$ cat src/rtl/note_gate_sequencer.sv
// note_gate_sequencer: buffers {gap, duration} note events and plays them back
// on the envelope cmd line (0 = PRESS, 1 = RELEASE) with tick-exact timing.
module note_gate_sequencer #(
  parameter int BOARD_CLOCKSPEED = 50000000,
  parameter int TICK_HZ          = 1000,
  parameter int FIFO_DEPTH       = 4,
  parameter int DUR_W            = 16
) (
  input  logic                        clk,
  input  logic                        rst_n,
  input  logic                        ev_valid,
  output logic                        ev_ready,
  input  logic [DUR_W-1:0]            ev_duration,
  input  logic [DUR_W-1:0]            ev_gap,
  input  logic                        flush,
  output logic                        cmd,
  output logic                        busy,
  output logic [$clog2(FIFO_DEPTH):0] fifo_count
);
  localparam int P  = BOARD_CLOCKSPEED / TICK_HZ;
  localparam int PW = (P > 1) ? $clog2(P) : 1;
  localparam int AW = $clog2(FIFO_DEPTH);
  localparam int CW = AW + 1;

  localparam logic [PW-1:0]    P_LAST  = PW'(P - 1);
  localparam logic [CW-1:0]    DEPTH_C = CW'(FIFO_DEPTH);
  localparam logic [CW-1:0]    CNT_ONE = CW'(1);
  localparam logic [DUR_W-1:0] ONE     = DUR_W'(1);

  typedef enum logic [1:0] {
    S_IDLE  = 2'd0,
    S_PRESS = 2'd1,
    S_GAP   = 2'd2
  } state_e;

  state_e              state_q;
  logic                cmd_q;
  logic [DUR_W-1:0]    dur_q;
  logic [DUR_W-1:0]    gap_q;
  logic [PW-1:0]       presc_q;
  logic [AW-1:0]       wr_ptr_q;
  logic [AW-1:0]       rd_ptr_q;
  logic [CW-1:0]       count_q;
  logic [CW-1:0]       count_d;
  logic [2*DUR_W-1:0]  mem_q [FIFO_DEPTH];

  logic                tick;
  logic                push;
  logic                pop;
  logic [DUR_W-1:0]    head_dur;
  logic [DUR_W-1:0]    head_gap;

  // Readiness uses only the registered count, so a same-cycle pop never frees a full FIFO.
  assign ev_ready = (count_q < DEPTH_C) && !flush;
  assign push     = ev_valid && ev_ready;
  assign pop      = (state_q == S_IDLE) && (count_q != '0) && !flush;
  assign tick     = (presc_q == P_LAST);

  assign {head_gap, head_dur} = mem_q[rd_ptr_q];

  always_comb begin
    count_d = count_q;
    if (flush) begin
      count_d = '0;
    end else if (push && !pop) begin
      count_d = count_q + CNT_ONE;
    end else if (!push && pop) begin
      count_d = count_q - CNT_ONE;
    end
  end

  always_ff @(posedge clk) begin
    if (push) begin
      mem_q[wr_ptr_q] <= {ev_gap, ev_duration};
    end
  end

  always_ff @(posedge clk or negedge rst_n) begin
    if (!rst_n) begin
      wr_ptr_q <= '0;
      rd_ptr_q <= '0;
      count_q  <= '0;
    end else begin
      count_q <= count_d;
      if (flush) begin
        wr_ptr_q <= '0;
        rd_ptr_q <= '0;
      end else begin
        if (push) wr_ptr_q <= wr_ptr_q + 1'b1;
        if (pop)  rd_ptr_q <= rd_ptr_q + 1'b1;
      end
    end
  end

  // Restarting the prescaler on each pop aligns every note to a full tick period.
  always_ff @(posedge clk or negedge rst_n) begin
    if (!rst_n) begin
      presc_q <= '0;
    end else if (flush || pop || tick) begin
      presc_q <= '0;
    end else begin
      presc_q <= presc_q + 1'b1;
    end
  end

  always_ff @(posedge clk or negedge rst_n) begin
    if (!rst_n) begin
      state_q <= S_IDLE;
      cmd_q   <= 1'b1;
      dur_q   <= '0;
      gap_q   <= '0;
    end else if (flush) begin
      state_q <= S_IDLE;
      cmd_q   <= 1'b1;
    end else begin
      case (state_q)
        S_IDLE: begin
          if (pop) begin
            state_q <= S_PRESS;
            cmd_q   <= 1'b0;
            dur_q   <= (head_dur == '0) ? ONE : head_dur;
            gap_q   <= head_gap;
          end
        end
        S_PRESS: begin
          if (tick) begin
            if (dur_q == ONE) begin
              state_q <= S_GAP;
              cmd_q   <= 1'b1;
            end else begin
              dur_q <= dur_q - ONE;
            end
          end
        end
        S_GAP: begin
          if (gap_q == '0) begin
            state_q <= S_IDLE;
          end else if (tick) begin
            if (gap_q == ONE) begin
              state_q <= S_IDLE;
            end else begin
              gap_q <= gap_q - ONE;
            end
          end
        end
        default: begin
          state_q <= S_IDLE;
          cmd_q   <= 1'b1;
        end
      endcase
    end
  end

  assign cmd        = cmd_q;
  assign busy       = (state_q != S_IDLE) || (count_q != '0);
  assign fifo_count = count_q;

endmodule

$ cat config.mk
export PLATFORM = sky130hd
export DESIGN_NAME = note_gate_sequencer
export DESIGN_NICKNAME = d
export VERILOG_FILES = /design/src/rtl/note_gate_sequencer.sv
export SDC_FILE = /design/constraint.sdc
export NUM_CORES = 1
export LEC_CHECK = 0
export ABC_CLOCK_PERIOD_IN_PS = 3450
export CORE_MARGIN = 2
export CORE_UTILIZATION = 45
export DETAILED_ROUTE_END_ITERATION = 10
export PLACE_DENSITY_LB_ADDON = 0.12
export SLEW_MARGIN = 20
export SYNTH_ARGS = -nofsm -noshare
export SYNTH_HDL_FRONTEND = slang
export SYNTH_SLANG_ARGS = --single-unit
$ cat constraint.sdc
create_clock -name clk -period 3.45 [get_ports clk]
set_input_delay 0.69 -clock clk [delete_from_list [all_inputs] [get_ports clk]]
set_output_delay 0.69 -clock clk [all_outputs]
set_load 0.01 [all_outputs]
* Yosys cells after proc, flatten, opt, wreduce, memory -nomap -nowiden
Memory sizes are Yosys's and may differ from the RTL's. Cells that the tools add are included.
Cells by class: multiplexer cells 33, $add $sub $neg 7, reductions and logical operators 26, bitwise logic cells 1, equality and inequality tests 17, order comparisons 1
Operators with widths (number):
- 2-to-1 mux 16 bit | 9
- one-hot mux 16 bit (2 select lines) | 2
- equality test 16 x 1 -> 1 bit (second input constant) | 2
- logical NOT 16 bit | 2
- subtractor 16 x 1 -> 16 bit (second input constant) | 2
- 2-to-1 mux 2 bit | 11
- adder 16 x 1 -> 16 bit (second input constant) | 1
- equality test 16 bit (second input constant) | 1
- inequality test 2 bit (second input constant) | 7
- AND reduction 5 bit | 2
- nonzero test 2 bit | 5
- 2-to-1 mux 3 bit | 3
- inequality test 3 bit (second input constant) | 3
- inequality test 4 bit (second input constant) | 2
- logical AND 1 bit | 6
- 2-to-1 mux 1 bit | 6
- one-hot mux 2 bit (3 select lines) | 1
- AND reduction 6 bit | 1
- nonzero test 3 bit | 2
- adder 2 x 1 -> 2 bit (second input constant) | 2
- AND reduction 4 bit | 1
- adder 3 x 1 -> 3 bit (second input constant) | 1
- logical NOT 1 bit | 3
- logical OR 1 bit | 3
- 7 further kinds | 7
Storage, ports and cells: bits in writable memories 128, flip-flop bits (word level) 58, logic and storage cells 94, output and inout bits 6, input port bits 36, memories 1
Memories:
- mem_q | words 4, bits a word 32, rd ports 1, clocked after Yosys merged registers in 0, wr ports 1, line 45 | logic [2*DUR_W-1:0] mem_q [FIFO_DEPTH];

* Logic depth before layout (Yosys ltp)
Gate-level depths: netlist of the first run.
word-level depth 8, gate-level depth with buffers 10, mapped depth without buffers 9

* Worst setup path after synthesis of the first run
Ideal clock, no wire load.
kind input -> register, start point input flush, end point memory mem_q[0][0] (netlist name), enable pin, slack 0.986 ns, arrival time 2.072 ns, library setup time 0.392 ns, stages on the path 3, required time 3.058 ns, buffers on the path 1, cells stage by stage clkbuf_1 nor2_1 and3_1
On the way: cells in the longest elaborated chain, start to end 5
RTL lines:
- from (decl) | line 15 | input logic flush,
- logical NOT 1 bit | line 54 | assign ev_ready = (count_q < DEPTH_C) && !flush;
- logical AND 1 bit | line 54
- named net ev_ready | line 12 | output logic ev_ready,
- logical AND 1 bit | line 55 | assign push = ev_valid && ev_ready;
- 2-to-1 mux 1 bit | line 73 | if (push) begin
- 2-to-1 mux 1 bit (implied by the code) | line 74 | mem_q[wr_ptr_q] <= {ev_gap, ev_duration};
- to (decl) | line 45
The timed path passes the listed nets, and every way through them passes these cells.

* Worst setup path after layout of the first run
start point register count_q[1] (netlist: fifo_count[1]), end point output busy
On the way: cells in the longest elaborated chain, start to end 2
RTL lines:
- from (decl) | line 43 | logic [CW-1:0] count_q;
- from (signal assigned) | line 84 | count_q <= count_d;
- nonzero test 3 bit | line 155 | assign busy = (state_q != S_IDLE) || (count_q != '0);
- logical OR 1 bit | line 155
- to (decl) | line 17 | output logic busy,
No other way between the ends.

==> impl_results.md, run 1 <==
* Mapped cell area at 8295 sq um
* Pin count of the biggest net entering global routing at 42
* CP Data Required Time at 2760 ps
* Average size of a mapped cell at 14.13 sq um
* Final Wtd Congestion at 0.8431
* Power per cell area at 730.8 nW/um^2
* Initial cell density of the core at 46.02%
* Global-route wire length before repair at 28.08 mm
* ANT nets after route at 0
* Vias at 5084
* CTS H-tree depth at 4
* 1st-iter DRT viols at 364
* Commonest non-fill, non-tap cell in the layout: edfxtp_1
* Yosys reg bits at 186
* EDFF count, synth at 128
* Critical Path Start Type: flip-flop
* Crit. Startpoint: fifo_count[1]
* Die area at 19540 sq um
* Pins over their slew limit at 0
* TritonCTS Buffers at 17
* Crit path max fanout at 5
* Setup crit end kind: output port
* Setup TNS at 0 ps
* Max-slew headroom at 35.47%
* Ant diodes at 0
* Critical Path AT at 2160 ps
* Worst Hold Class: input port to async pin
* Outcome: completed
* Setup Skew at 12.36 ps
* Peak supply drop at 0.3791 mV
* Fin crit share at 82.55%
* YS warnings at 0
* DRT Wirelength at 17.15 mm
* R2r setup slk at 770 ps
* Pre-antenna DRT Iters at 5
* Core Area at 18020 sq um
* Hold-fix buffers, CTS at 0
* Setup crit end: busy
* FMAX at 351.1 MHz
* Kind of critical path: flip-flop to output port
* Share of cells above drive strength 1 at 14.90%
* PostCTS Resize Cnt at 0
* Vias in the first global route at 5194
* DRC at 0
* RSZ-0062 raised after global routing: no
* Ys async rst share at 31.18%
* Post-layout min period at 2848 ps
* R2R Path End: gap_q[14]
* Clock latency at the later pin of the worst-skew pair at 430 ps
* Final Hold Viols at 0
* Port bufs at 41
* Clk sink count at 186
* Reg2reg start: gap_q[8]
* Mapped Cells at 587
* Main synth FF type: edfxtp_1
* Avg Vias per Cell at 5.777
* Die X at 139.8 microns
* Initial antenna violation count at 0
* Commonest non-fill, non-tap cells in the layout: edfxtp_1, dfrtp_1, nand2_1, clkdlybuf4s50_1, nor2_1
* Seq/Total Area, Yosys at 63.85%
* Gr usage total at 18.56%
* CTS clock-pin slew for the worst setup and hold paths at 70 ps
* Dpl hpwl at 11.19 mm
* Max Root-Sink Buffers at 2
* Row cnt at 49
* Max-cap violation count at 0
* Layout area overhead at 15.94%
* Worst-margin pin slew at 965.9 ps
* Total gr overflow at 0
* Final setup fails at 0
* Wire per inst at 19.48 microns
* CTS tree: yes
* Register-to-Register Path Depth at 5
* Final-layout fill cell count at 1512
* Syn nets at 634
* Nets at 685
* Leakage at 3.295 nW
* DIE HEIGHT at 139.8 microns
* Post-CTS Setup Bufs at 0
* Netlist cell types at 60
* CTS Root Cell: clkbuf_16
* # IOs at 42
* Final Total Pwr at 7.029 mW
stage by stage:
step	utilization (%)	cell area, sq um	hold WS (ps)	instances	setup slack (ps)
finish	53.36	9618	243.5	880	602.1
global route	53.36	9618	289.3	880	512.3
CTS	53.35	9615	448.3	880	572.5
detailed placement	50.03	9019	449.7	848	578.6
global placement	50.03	9019	441.1	848	620.5
floorplan	-	8295	394.4	587	985.9
flip-flops by register name, summed over array words and instances, names as in the netlist:
name        count
presc_q        16
fifo_count      3
wr_ptr_q        2
rd_ptr_q        2
state_q         2
cmd             1
gap_q          16
dur_q          16
mem_q         128
report_power, final:
| part | leakage (nW) | total [mW] | switching [mW] | internal [mW] |
|---|---|---|---|---|
| clock network | 0.292 | 1.96 | 0.917 | 1.04 |
| registers | 1.88 | 3.10 | 0.363 | 2.73 |
| logic | 1.12 | 1.98 | 1.05 | 0.925 |
worst max-delay path, cell delays in order (launching register included):
cell             delay (ps)
dfrtp_1                 430
or3_1                   450
or3_1                   360
clkdlybuf4s50_1         490
metal layers:
metal	GRT usage [%]	up-vias	wire length, microns
li1	-	2417	-
met1	25.68	2540	7782
met2	30.14	114	8540
met3	3.854	13	637
met4	5.053	0	185
met5	0	-	0
synth_stat cells, types with 2 or more instances:
| library cell | count | share of area [%] |
|---|---|---|
| a31oi_1 | 5 | 0.38 |
| mux4_2 | 32 | 8.7 |
| ha_1 | 10 | 1.5 |
| o21bai_1 | 2 | 0.18 |
| o311ai_0 | 7 | 0.74 |
| a221o_1 | 11 | 1.3 |
| buf_2 | 4 | 0.24 |
| nor2b_1 | 5 | 0.38 |
| or4bb_1 | 2 | 0.27 |
| a211o_1 | 2 | 0.21 |
| a21oi_1 | 21 | 1.3 |
| nor2_1 | 39 | 1.8 |
| o22a_1 | 2 | 0.21 |
| nand2_1 | 40 | 1.8 |
| xnor2_1 | 8 | 0.84 |
| o31a_1 | 3 | 0.32 |
| nand2b_1 | 4 | 0.30 |
| inv_1 | 17 | 0.77 |
| dfrtp_1 | 57 | 17 |
| o31ai_1 | 5 | 0.45 |
| o22ai_1 | 2 | 0.15 |
| edfxtp_1 | 128 | 46 |
| nor4_1 | 9 | 0.68 |
| and3_1 | 5 | 0.38 |
| or2_2 | 6 | 0.45 |
| nand3_1 | 13 | 0.78 |
| and2_1 | 4 | 0.30 |
| or4_1 | 9 | 0.81 |
| xor2_1 | 7 | 0.74 |
| o21ai_0 | 21 | 1.3 |
| nor3_1 | 16 | 0.97 |
| o211ai_1 | 10 | 0.90 |
| nor4_4 | 2 | 0.51 |
| o41ai_1 | 3 | 0.32 |
| a21boi_0 | 4 | 0.36 |
| or3_1 | 12 | 0.90 |
| nand4_1 | 11 | 0.83 |
| o21a_1 | 6 | 0.54 |
| clkbuf_1 | 21 | 0.95 |
| a22oi_1 | 2 | 0.18 |
cells by family (layout without fill, tap and decap cells):
group	count (synthesis)	after routing	share of synthesized area, %
compound gates	113	113	9.744
xor+xnor	15	15	1.584
fa+ha+maj	11	11	1.750
buf+inv	43	107	2.097
flops	186	186	63.85
mux	32	32	8.688
simple gates	187	187	12.29
worst min-delay path by stage:
stage,to,from,cells after the start
after floorplan,dur_q[0],rst_n,0
after global placement,presc_q[0],presc_q[0],1
after detailed placement,presc_q[0],presc_q[0],1
after CTS,gap_q[12],rst_n,1
after global routing,gap_q[12],rst_n,1
final,gap_q[12],rst_n,1
final cells by class:
cell class | count | area, sq um | share of cell area, %
clock buffer | 17 | 425.4 | 4.423
clock inverter | 15 | 171.4 | 1.782
inverter | 17 | 63.81 | 0.6635
multi-input combinational | 358 | 2825 | 29.37
sequential | 186 | 5298 | 55.08
tap | 229 | 286.5 | 2.979
timing repair buffer | 58 | 548.0 | 5.698
Power figures use the tool's default switching activity.
==> run 2: changes to the inputs <==
ABC_CLOCK_PERIOD_IN_PS = 2800   (was 3450)
clock period = 2.8 ns   (was 3.45 ns; I/O delays follow)
==> run 2 against run 1 <==
Compared with the run above:
- critical path depth is the same
- utilization is 0.56 points higher
- routed wire length up 1.8%
- combinational power is 28% higher
- non-clock buffer count up 8
- sequential share of layout area decreased by 0.57 points
- final cell count rose by 0.91%
- clock skew down 2.7 ps
- highest routed layer unchanged
==> impl_results.md, run 2 (synthesis gave the netlist of run 1 again) <==
* Power per cell area at 892.2 nW/um^2
* Initial antenna violation count at 0
* Global-route wire length before repair at 28.37 mm
* Final non-filler cell area at 9719 sq um
* Dpl cell area at 9141 sq um
* Worst Hold Class: input port to async pin
* Worst-margin pin slew at 838.3 ps
* Worst Hold Slack at 67.12 ps
* GRT busiest layer: met2
* Peak supply drop at 0.5771 mV
* Wire per inst at 19.65 microns
* Setup crit end kind: output port
* Final Hold Viols at 0
* Pin count of the biggest net entering global routing at 34
* Leakage at 3.333 nW
* CTS clock-pin slew for the worst setup and hold paths at 70 ps
* Initial cell density of the core at 46.02%
* Avg Vias per Cell at 5.882
* CTS tree: yes
* DIE HEIGHT at 139.8 microns
* Worst setup margin at 75.55 ps
* Die area at 19540 sq um
* Critical Path AT at 2160 ps
* PostCTS Resize Cnt at 0
* Reg with most FFs: mem_q
* Vias at 5223
* Commonest non-fill, non-tap cells in the layout: edfxtp_1, dfrtp_1, nand2_1, clkdlybuf4s50_1, nor2_1
* TritonCTS Buffers at 17
* CP Data Required Time at 2240 ps
* GR Layer Usage met2 at 29.01%
* Port bufs at 41
* Critical Path Start Type: flip-flop
* Largest register FFs at 128
* Clk sink count at 186
* Layout area overhead at 17.16%
* Gr usage total at 18.70%
* Outcome: completed
* 1st-iter DRT viols at 461
* Share of cells above drive strength 1 at 16.08%
* Crit path max fanout at 5
* Setup Skew at 9.642 ps
* Final setup fails at 0
* # IOs at 42
* Core Area at 18020 sq um
* Vias in the first global route at 5216
* Total gr overflow at 0
* CTS H-tree depth at 4
* ANT nets after route at 0
* Clock latency at the later pin of the worst-skew pair at 430 ps
* Max Root-Sink Buffers at 2
* Nets at 693
* RSZ-0062 raised after global routing: no
* Setup TNS at 0 ps
* Kind of critical path: flip-flop to output port
* Final Wtd Congestion at 0.8923
* Max-slew headroom at 43.68%
* Pins over their slew limit at 0
* Row cnt at 49
* Non-filler cells, final at 888
* Post-CTS Setup Bufs at 0
* Hold-fix buffers, CTS at 0
* Die X at 139.8 microns
* R2r setup slk at 270 ps
* Met3 Resource Use GR at 4.370%
* CTS Root Cell: clkbuf_16
* Fin crit share at 97.30%
* Dpl hpwl at 11.41 mm
* FMAX at 367.0 MHz
* Commonest non-fill, non-tap cell in the layout: edfxtp_1
* Worst slack at placement at 167.0 ps
* DRT Wirelength at 17.45 mm
* Ant diodes at 0
* Placed Instances at 856
* Pre-antenna DRT Iters at 5
* Fin util at 53.92%
* Max-cap violation count at 0
* Post-layout min period at 2724 ps
* Final Total Pwr at 8.672 mW
* DRC at 0
* GR Util met1 at 26.98%
## run 2: area by class of cell
type | instances | area (sq um)
clock buffers | 17 | 425.4
clock inverters | 15 | 152.6
fillers | 1476 | 8305
inverters | 17 | 63.81
multi-input cells | 358 | 2825
flip-flops and latches | 186 | 5298
well taps | 229 | 286.5
repair buffers | 66 | 668.1
## run 2: power by group
| group | switching [mW] | internal, mW |
|---|---|---|
| logic | 1.36 | 1.19 |
| clock network | 1.15 | 1.19 |
| registers | 0.424 | 3.37 |
## run 2: path summary, 6_finish.rpt
check	from	endpoint	depth (start not counted)
setup / recovery	fifo_count[1]	busy	3
setup reg to reg	presc_q[11]	dur_q[14]	5
hold reg to reg	presc_q[0]	presc_q[0]	1
min in group clk	presc_q[0]	presc_q[0]	1
max in group asynchronous	rst_n	dur_q[0]	2
hold / removal	rst_n	gap_q[12]	1
## run 2: metal layers
metal	share of wire, %	wire, microns
met5	0	0
met4	1.1	194
met3	5.4	934
met2	47	8218
met1	46	8100
## run 2: critical path, stage by stage, from the launching register on
cell,delay (ps)
dfrtp_1,430
or3_1,450
or3_1,360
clkdlybuf4s50_1,490
